<file path="config.mk">
export PLATFORM = sky130hd
export DESIGN_NAME = wb_stage_flat
export DESIGN_NICKNAME = d
export VERILOG_FILES = /design/src/rtl/wb_stage_pkg.sv /design/src/rtl/wb_stage_if.sv /design/src/rtl/wb_fifo.sv /design/src/rtl/wb_stage.sv /design/src/flat_wrapper.sv
export SDC_FILE = /design/constraint.sdc
export NUM_CORES = 1
export LEC_CHECK = 0
export BUFFER_PORTS_ARGS = -buffer_cell sky130_fd_sc_hd__buf_4
export CAP_MARGIN = 20
export CORE_ASPECT_RATIO = 2
export CORE_MARGIN = 8
export CORE_UTILIZATION = 55
export DETAILED_ROUTE_END_ITERATION = 16
export GPL_TIMING_DRIVEN = 1
export PLACE_DENSITY = 0.93
export SYNTH_ARGS = -nofsm -noshare
export SYNTH_HDL_FRONTEND = slang
export SYNTH_SLANG_ARGS = --single-unit
</file>
<file path="constraint.sdc">
create_clock -name clk -period 6.83 [get_ports clk]
set_clock_uncertainty 0.2 [all_clocks]
set_input_delay 0.683 -clock clk [delete_from_list [all_inputs] [get_ports clk]]
set_output_delay 0.683 -clock clk [all_outputs]
set_load 0.05 [all_outputs]
</file>
<file path="src/rtl/wb_stage_pkg.sv">
// Shared constants and types for the register-file write-back stage.
package wb_stage_pkg;

    localparam int DATABUS   = 16;
    localparam int REG_IDX_W = 3;
    localparam int NREG      = 1 << REG_IDX_W;

    localparam logic REGWE_WRITE = 1'b1;
    localparam logic REGWE_HOLD  = 1'b0;

    // Which producer owns the write port in a given cycle.
    typedef enum logic [1:0] {
        SRC_NONE = 2'd0,
        SRC_MEM  = 2'd1,
        SRC_FIFO = 2'd2,
        SRC_ALU  = 2'd3
    } wb_src_e;

endpackage

</file>
<file path="src/rtl/wb_stage_if.sv">
// Bus bundle between the execute/memory/decode side and the write-back stage.
interface wb_stage_if #(
    parameter int DATA_W = wb_stage_pkg::DATABUS,
    parameter int ADDR_W = wb_stage_pkg::REG_IDX_W,
    parameter int NREG   = wb_stage_pkg::NREG
);
    import wb_stage_pkg::*;

    logic              flush;
    logic              alu_valid;
    logic              alu_ready;
    logic [ADDR_W-1:0] alu_addr;
    logic [DATA_W-1:0] alu_data;
    logic              ld_issue;
    logic [ADDR_W-1:0] ld_addr;
    logic              mem_valid;
    logic [ADDR_W-1:0] mem_addr;
    logic [DATA_W-1:0] mem_data;
    logic [ADDR_W-1:0] dec_rd;
    logic [ADDR_W-1:0] dec_rs;
    logic              hazard;
    logic [NREG-1:0]   busy;
    logic [ADDR_W-1:0] WB_addr;
    logic [DATA_W-1:0] WB_data;
    logic              RegWe;

    modport slave (
        input  flush, alu_valid, alu_addr, alu_data, ld_issue, ld_addr,
               mem_valid, mem_addr, mem_data, dec_rd, dec_rs,
        output alu_ready, hazard, busy, WB_addr, WB_data, RegWe
    );

    modport master (
        output flush, alu_valid, alu_addr, alu_data, ld_issue, ld_addr,
               mem_valid, mem_addr, mem_data, dec_rd, dec_rs,
        input  alu_ready, hazard, busy, WB_addr, WB_data, RegWe
    );

endinterface

</file>
<file path="src/rtl/wb_fifo.sv">
// Small in-order FIFO with flush, pointer-plus-wrap-bit full/empty and per-slot taps.
module wb_fifo #(
    parameter int DEPTH = 2,
    parameter int WIDTH = 19
) (
    input  logic                        clk,
    input  logic                        rst_n,
    input  logic                        flush,
    input  logic                        push,
    input  logic [WIDTH-1:0]            push_data,
    input  logic                        pop,
    output logic [WIDTH-1:0]            pop_data,
    output logic                        full,
    output logic                        empty,
    output logic [DEPTH-1:0]            tap_valid,
    output logic [DEPTH-1:0][WIDTH-1:0] tap_entry
);
    import wb_stage_pkg::*;

    localparam int PTR_W = $clog2(DEPTH);

    logic [PTR_W:0]   wr_ptr_q, wr_ptr_d;
    logic [PTR_W:0]   rd_ptr_q, rd_ptr_d;
    logic [PTR_W:0]   count;
    logic             wr_en;
    logic             rd_en;
    logic [WIDTH-1:0] mem_q [DEPTH];

    assign empty    = (wr_ptr_q == rd_ptr_q);
    assign full     = (wr_ptr_q[PTR_W] != rd_ptr_q[PTR_W]) &&
                      (wr_ptr_q[PTR_W-1:0] == rd_ptr_q[PTR_W-1:0]);
    assign count    = wr_ptr_q - rd_ptr_q;
    assign pop_data = mem_q[rd_ptr_q[PTR_W-1:0]];

    // A push at full is only legal when the head leaves on the same edge.
    assign wr_en = push && !flush && (!full || pop);
    assign rd_en = pop && !flush && !empty;

    always_comb begin
        wr_ptr_d = wr_ptr_q;
        rd_ptr_d = rd_ptr_q;
        if (flush) begin
            rd_ptr_d = wr_ptr_q;
        end else begin
            if (wr_en) wr_ptr_d = wr_ptr_q + 1'b1;
            if (rd_en) rd_ptr_d = rd_ptr_q + 1'b1;
        end
    end

    always_ff @(posedge clk or negedge rst_n) begin
        if (!rst_n) begin
            wr_ptr_q <= '0;
            rd_ptr_q <= '0;
        end else begin
            wr_ptr_q <= wr_ptr_d;
            rd_ptr_q <= rd_ptr_d;
        end
    end

    always_ff @(posedge clk) begin
        if (wr_en) mem_q[wr_ptr_q[PTR_W-1:0]] <= push_data;
    end

    // A slot is live when its distance from the read pointer is below the fill count.
    generate
        for (genvar gi = 0; gi < DEPTH; gi++) begin : g_tap
            logic [PTR_W-1:0] slot_off;
            assign slot_off      = PTR_W'(gi) - rd_ptr_q[PTR_W-1:0];
            assign tap_valid[gi] = ({1'b0, slot_off} < count);
            assign tap_entry[gi] = mem_q[gi];
        end
    endgenerate

endmodule

</file>
<file path="src/rtl/wb_stage.sv">
// Register-file write port arbiter: load returns, buffered ALU results, direct ALU results,
// plus a per-register scoreboard of outstanding loads for decode hazard detection.
module wb_stage #(
    parameter int DATA_W     = wb_stage_pkg::DATABUS,
    parameter int ADDR_W     = wb_stage_pkg::REG_IDX_W,
    parameter int NREG       = wb_stage_pkg::NREG,
    parameter int FIFO_DEPTH = 2
) (
    input  logic       clk,
    input  logic       rst_n,
    wb_stage_if.slave  bus
);
    import wb_stage_pkg::*;

    localparam int ENTRY_W = ADDR_W + DATA_W;

    logic                             fifo_full;
    logic                             fifo_empty;
    logic                             fifo_push;
    logic                             fifo_pop;
    logic [ENTRY_W-1:0]               fifo_head;
    logic [FIFO_DEPTH-1:0]            tap_valid;
    logic [FIFO_DEPTH-1:0][ENTRY_W-1:0] tap_entry;
    logic [FIFO_DEPTH-1:0]            tap_hit;

    wb_src_e           src;
    logic              alu_acc;

    logic [ADDR_W-1:0] wb_addr_q, wb_addr_d;
    logic [DATA_W-1:0] wb_data_q, wb_data_d;
    logic              regwe_q,   regwe_d;
    logic [NREG-1:0]   busy_q,    busy_d;

    // Ready is pessimistic at full even though a same-cycle pop would make room.
    assign bus.alu_ready = !fifo_full;
    assign alu_acc       = bus.alu_valid && !fifo_full && !bus.flush;

    always_comb begin
        src = SRC_NONE;
        if (bus.mem_valid) begin
            src = SRC_MEM;
        end else if (!fifo_empty && !bus.flush) begin
            src = SRC_FIFO;
        end else if (alu_acc && fifo_empty) begin
            src = SRC_ALU;
        end
    end

    assign fifo_pop  = (src == SRC_FIFO);
    assign fifo_push = alu_acc && (src != SRC_ALU);

    wb_fifo #(
        .DEPTH (FIFO_DEPTH),
        .WIDTH (ENTRY_W)
    ) u_fifo (
        .clk       (clk),
        .rst_n     (rst_n),
        .flush     (bus.flush),
        .push      (fifo_push),
        .push_data ({bus.alu_addr, bus.alu_data}),
        .pop       (fifo_pop),
        .pop_data  (fifo_head),
        .full      (fifo_full),
        .empty     (fifo_empty),
        .tap_valid (tap_valid),
        .tap_entry (tap_entry)
    );

    always_comb begin
        wb_addr_d = wb_addr_q;
        wb_data_d = wb_data_q;
        regwe_d   = REGWE_HOLD;
        unique case (src)
            SRC_MEM: begin
                wb_addr_d = bus.mem_addr;
                wb_data_d = bus.mem_data;
                regwe_d   = REGWE_WRITE;
            end
            SRC_FIFO: begin
                {wb_addr_d, wb_data_d} = fifo_head;
                regwe_d                = REGWE_WRITE;
            end
            SRC_ALU: begin
                wb_addr_d = bus.alu_addr;
                wb_data_d = bus.alu_data;
                regwe_d   = REGWE_WRITE;
            end
            default: ;
        endcase
    end

    // Clear before set so a reissue to the returning register keeps it busy.
    always_comb begin
        busy_d = busy_q;
        if (bus.mem_valid) busy_d[bus.mem_addr] = 1'b0;
        if (bus.ld_issue)  busy_d[bus.ld_addr]  = 1'b1;
    end

    generate
        for (genvar gi = 0; gi < FIFO_DEPTH; gi++) begin : g_hit
            logic [ADDR_W-1:0] tap_addr;
            assign tap_addr    = tap_entry[gi][ENTRY_W-1 -: ADDR_W];
            assign tap_hit[gi] = tap_valid[gi] &&
                                 ((tap_addr == bus.dec_rs) || (tap_addr == bus.dec_rd));
        end
    endgenerate

    assign bus.hazard = busy_q[bus.dec_rs] | busy_q[bus.dec_rd] | (|tap_hit);

    always_ff @(posedge clk or negedge rst_n) begin
        if (!rst_n) begin
            wb_addr_q <= '0;
            wb_data_q <= '0;
            regwe_q   <= REGWE_HOLD;
            busy_q    <= '0;
        end else begin
            wb_addr_q <= wb_addr_d;
            wb_data_q <= wb_data_d;
            regwe_q   <= regwe_d;
            busy_q    <= busy_d;
        end
    end

    assign bus.WB_addr = wb_addr_q;
    assign bus.WB_data = wb_data_q;
    assign bus.RegWe   = regwe_q;
    assign bus.busy    = busy_q;

endmodule
</file>
<file path="src/flat_wrapper.sv">
// flat-port wrapper written by rule: the top's interface ports become plain ports
module wb_stage_flat import wb_stage_pkg::*;
#(
    parameter int DATA_W     = wb_stage_pkg::DATABUS,
    parameter int ADDR_W     = wb_stage_pkg::REG_IDX_W,
    parameter int NREG       = wb_stage_pkg::NREG,
    parameter int FIFO_DEPTH = 2
)
  (clk, rst_n, bus_flush, bus_alu_valid, bus_alu_addr, bus_alu_data, bus_ld_issue, bus_ld_addr, bus_mem_valid, bus_mem_addr, bus_mem_data, bus_dec_rd, bus_dec_rs, bus_alu_ready, bus_hazard, bus_busy, bus_WB_addr, bus_WB_data, bus_RegWe);
  wb_stage_if #(.DATA_W(DATA_W), .ADDR_W(ADDR_W), .NREG(NREG)) bus_i ();
  input  logic clk;
  input  logic rst_n;
  input wire logic [$bits(bus_i.flush)-1:0] bus_flush;
  input wire logic [$bits(bus_i.alu_valid)-1:0] bus_alu_valid;
  input wire logic [$bits(bus_i.alu_addr)-1:0] bus_alu_addr;
  input wire logic [$bits(bus_i.alu_data)-1:0] bus_alu_data;
  input wire logic [$bits(bus_i.ld_issue)-1:0] bus_ld_issue;
  input wire logic [$bits(bus_i.ld_addr)-1:0] bus_ld_addr;
  input wire logic [$bits(bus_i.mem_valid)-1:0] bus_mem_valid;
  input wire logic [$bits(bus_i.mem_addr)-1:0] bus_mem_addr;
  input wire logic [$bits(bus_i.mem_data)-1:0] bus_mem_data;
  input wire logic [$bits(bus_i.dec_rd)-1:0] bus_dec_rd;
  input wire logic [$bits(bus_i.dec_rs)-1:0] bus_dec_rs;
  output wire logic [$bits(bus_i.alu_ready)-1:0] bus_alu_ready;
  output wire logic [$bits(bus_i.hazard)-1:0] bus_hazard;
  output wire logic [$bits(bus_i.busy)-1:0] bus_busy;
  output wire logic [$bits(bus_i.WB_addr)-1:0] bus_WB_addr;
  output wire logic [$bits(bus_i.WB_data)-1:0] bus_WB_data;
  output wire logic [$bits(bus_i.RegWe)-1:0] bus_RegWe;
  assign bus_i.flush = bus_flush;
  assign bus_i.alu_valid = bus_alu_valid;
  assign bus_i.alu_addr = bus_alu_addr;
  assign bus_i.alu_data = bus_alu_data;
  assign bus_i.ld_issue = bus_ld_issue;
  assign bus_i.ld_addr = bus_ld_addr;
  assign bus_i.mem_valid = bus_mem_valid;
  assign bus_i.mem_addr = bus_mem_addr;
  assign bus_i.mem_data = bus_mem_data;
  assign bus_i.dec_rd = bus_dec_rd;
  assign bus_i.dec_rs = bus_dec_rs;
  assign bus_alu_ready = bus_i.alu_ready;
  assign bus_hazard = bus_i.hazard;
  assign bus_busy = bus_i.busy;
  assign bus_WB_addr = bus_i.WB_addr;
  assign bus_WB_data = bus_i.WB_data;
  assign bus_RegWe = bus_i.RegWe;
  wb_stage #(.DATA_W(DATA_W), .ADDR_W(ADDR_W), .NREG(NREG), .FIFO_DEPTH(FIFO_DEPTH)) u_core (.clk(clk), .rst_n(rst_n), .bus(bus_i));
endmodule
</file>
==> results.yml <==
synth:
  synth.distinct_cells: 35
  yosys.area_share.simple_pct: 4.94
  syn_inst: 242
  syn_nets: 298
  yosys.area_share.adder_pct: 1.15
  synth_edf_count: 38
  synth_compound_area_share_pct: 16.5
  yosysTopAreaCellShare_pct: 34.9
  syn_area_um2: 3270
  yosys_warnings: 0
  synth_flop_cell: "edfxtp_1"
  ys_seq_elements: 70
  synth-async-reset-ratio_pct: 45.7
  synth_area_leaders: "edfxtp_1, dfrtp_1, mux2i_1, o221ai_2, a22oi_1"
  synth-xor-area-share_pct: 3.98
  muxShareOfSynthArea_pct: 9.19
  ys_seq_area_share_pct: 59.4
  syn_area_per_cell_um2: 13.5
  yosysTopAreaCell: "edfxtp_1"
  synth_top_family_by_area: "compound AO/OA/AOI/OAI gates"
cells_and_area:
  area_growth_pct: 30.0
  antenna_cells: 0
  drive_above_1_share_pct: 36.1
  final_util_pct: 72.6
  instances_no_fill: 395
  mostFrequentLayoutCells: "buf_4, edfxtp_1, dfrtp_1"
  final_common_cell: "buf_4"
  final_nets: 383
route:
  drt-vias-per-instance: 6.04
  vias: 2386
  drt_iter0_markers: 134
  avgRoutedWirePerCell_um: 20.3
  wl_um: 8020
  ant_nets: 0
  drt_first_pass_iters: 4
  drcViolationCount: 0
global_route:
  grt_max_degree: 33
  antenna_found_initial: 0
  grtUsageTotal_pct: 18.3
  first_global_vias: 2750
  grt_pass1_wl_um: 12900
  grt.overflow.total: 0
cts:
  cts-buffers-inserted: 9
  cts_htree_levels: 3
  cts_buffer_depth: 2
  clkSinkCount: 70
  clk_pin_slew_ps: 50
  worstSkewPairLatency_ps: 330
  cts_tree: "done"
  cts_resized: 0
  hold_buffers: 0
  cts_setup_buffers: 0
  clock-root-buffer: "clkbuf_16"
critical_path:
  critPathRequiredTime_ps: 5950
  cp.arrival_ps: 2470
  critPathTopFamily: "flip-flops"
  start_kind: "flip-flop"
  crit_top_cell: "ha_1"
  crit_slowest_cell: "dfrtp_1"
  worst-path-buf-inv: 2
  cp_slowest_stage_delay_ps: 750
  worstPathMaxFanout: 11
  crit_cells: 7
  crit_path_end_kind: "primary output"
  r2r_cells: 6
  criticalPathCategory: "reg2out"
  path_cells: "ha_1 -> inv_1 -> ha_1 -> a2111oi_0 -> nor2_1 -> nand4_1 -> buf_4"
place:
  dp.cells: 376
  port-buffer-count: 82
  hpwl_um: 5370
  post-place-ws_ps: 3440
  place_congestion: 0.898
sta:
  hold_viol_final: 0
  fmaxAchievable_mhz: 299
  period_share_pct: 49.0
  rsz0062_at_grt: "no"
  fin_ws_ps: 3480
  drv_slew: 0
  relSlewSlack_pct: 29.3
  fin_crit_ps: 3350
  worstMarginPinSlew_ps: 1060
  whs_ps: 96.4
  setup_tns_ps: 0
  setup_violations: 0
pwr:
  p_leak_nw: 1.78
  p_per_area_nw_per_um2: 417
  ir_worst_vdd_mv: 0.364
floorplan:
  io_pins: 83
  core_um2: 5860
  die_y_um: 125
  dieArea_um2: 8810
  start_util_pct: 55.8
  row_count: 40
  die_w_um: 70.5
min_path:
  hold_class: "in2async"
status:
  status: "completed"
run:
  drv_cap: 0
==> power breakdown <==
group | switching (W) | internal, W
sequential | 0.0000771 | 0.000547
combinational | 0.000447 | 0.000247
clock | 0.000163 | 0.000293
total | 0.000687 | 0.00109
==> Yosys cell counts, types with 2 or more instances <==
cell type / instances
a22oi_1: 18
buf_1: 2
nand2b_1: 9
mux2i_1: 21
ha_1: 3
a2111oi_0: 2
nor2_1: 3
o221ai_1: 9
xor2_1: 10
o21ai_0: 15
o31ai_1: 4
xnor2_1: 3
o221ai_2: 10
dfrtp_1: 32
nor3_1: 4
clkbuf_1: 3
inv_1: 24
edfxtp_1: 38
buf_2: 4
nand2_1: 9
or2_2: 2
mux4_2: 4
==> through the flow <==
stage	cell area (um2)	total power (W)
final	4250	0.00177
after global routing	4250	0.00185
after CTS	4200	0.00176
after detailed placement	3900	0.00129
after global placement	3900	0.00126
after floorplan	3270	0.00109
==> worst paths after layout <==
kind | from | to | slack, ps
max | u_core.u_fifo.rd_ptr_q[0] | bus_hazard | 3480
min | rst_n | u_core.bus.busy[2] | 100
max reg2reg | u_core.u_fifo.rd_ptr_q[0] | u_core.bus.WB_data[11] | 4030
min reg2reg | u_core.u_fifo.mem_q[0][2] | u_core.bus.WB_data[2] | 350
max in group asynchronous | rst_n | u_core.bus.WB_data[4] | 6000
min in group clk | bus_alu_data[9] | u_core.u_fifo.mem_q[0][9] | 340
==> state kept, by name, summed over array words and instances, names as in the netlist <==
signal,cells
u_core.bus.busy,8
u_core.u_fifo.mem_q,38
u_core.bus.WB_data,16
u_core.bus.WB_addr,3
u_core.u_fifo.wr_ptr_q,2
u_core.u_fifo.rd_ptr_q,2
u_core.bus.RegWe,1
==> cells by family (layout without fill, tap and decap cells) <==
family,count (synthesis),after routing
AOI/OAI and AO/OA,65,65
xor gates and xnor gates,14,14
adders and majority gates,3,3
buffers and inverters,36,126
DFF,70,70
muxes,25,25
and+or+nand+nor,29,29
==> metal layers <==
metal | global-route usage, % | part of all wire [%] | up-vias
met2 | 29.5 | 52 | 112
met1 | 19.2 | 35 | 1175
met4 | 10.6 | 2.6 | 0
met5 | 0 | 0 | -
met3 | 7.84 | 9.5 | 16
li1 | - | - | 1083
==> final cells by class <==
cell class	count	area [um2]
sequential	70	1940
fill	365	1610
multi-input combinational	136	1170
timing repair buffer	85	666
clock buffer	13	250
inverter	25	93.8
tap	63	78.8
clock inverter	3	45.0
No activity file was read; power rests on OpenSTA's default activity.
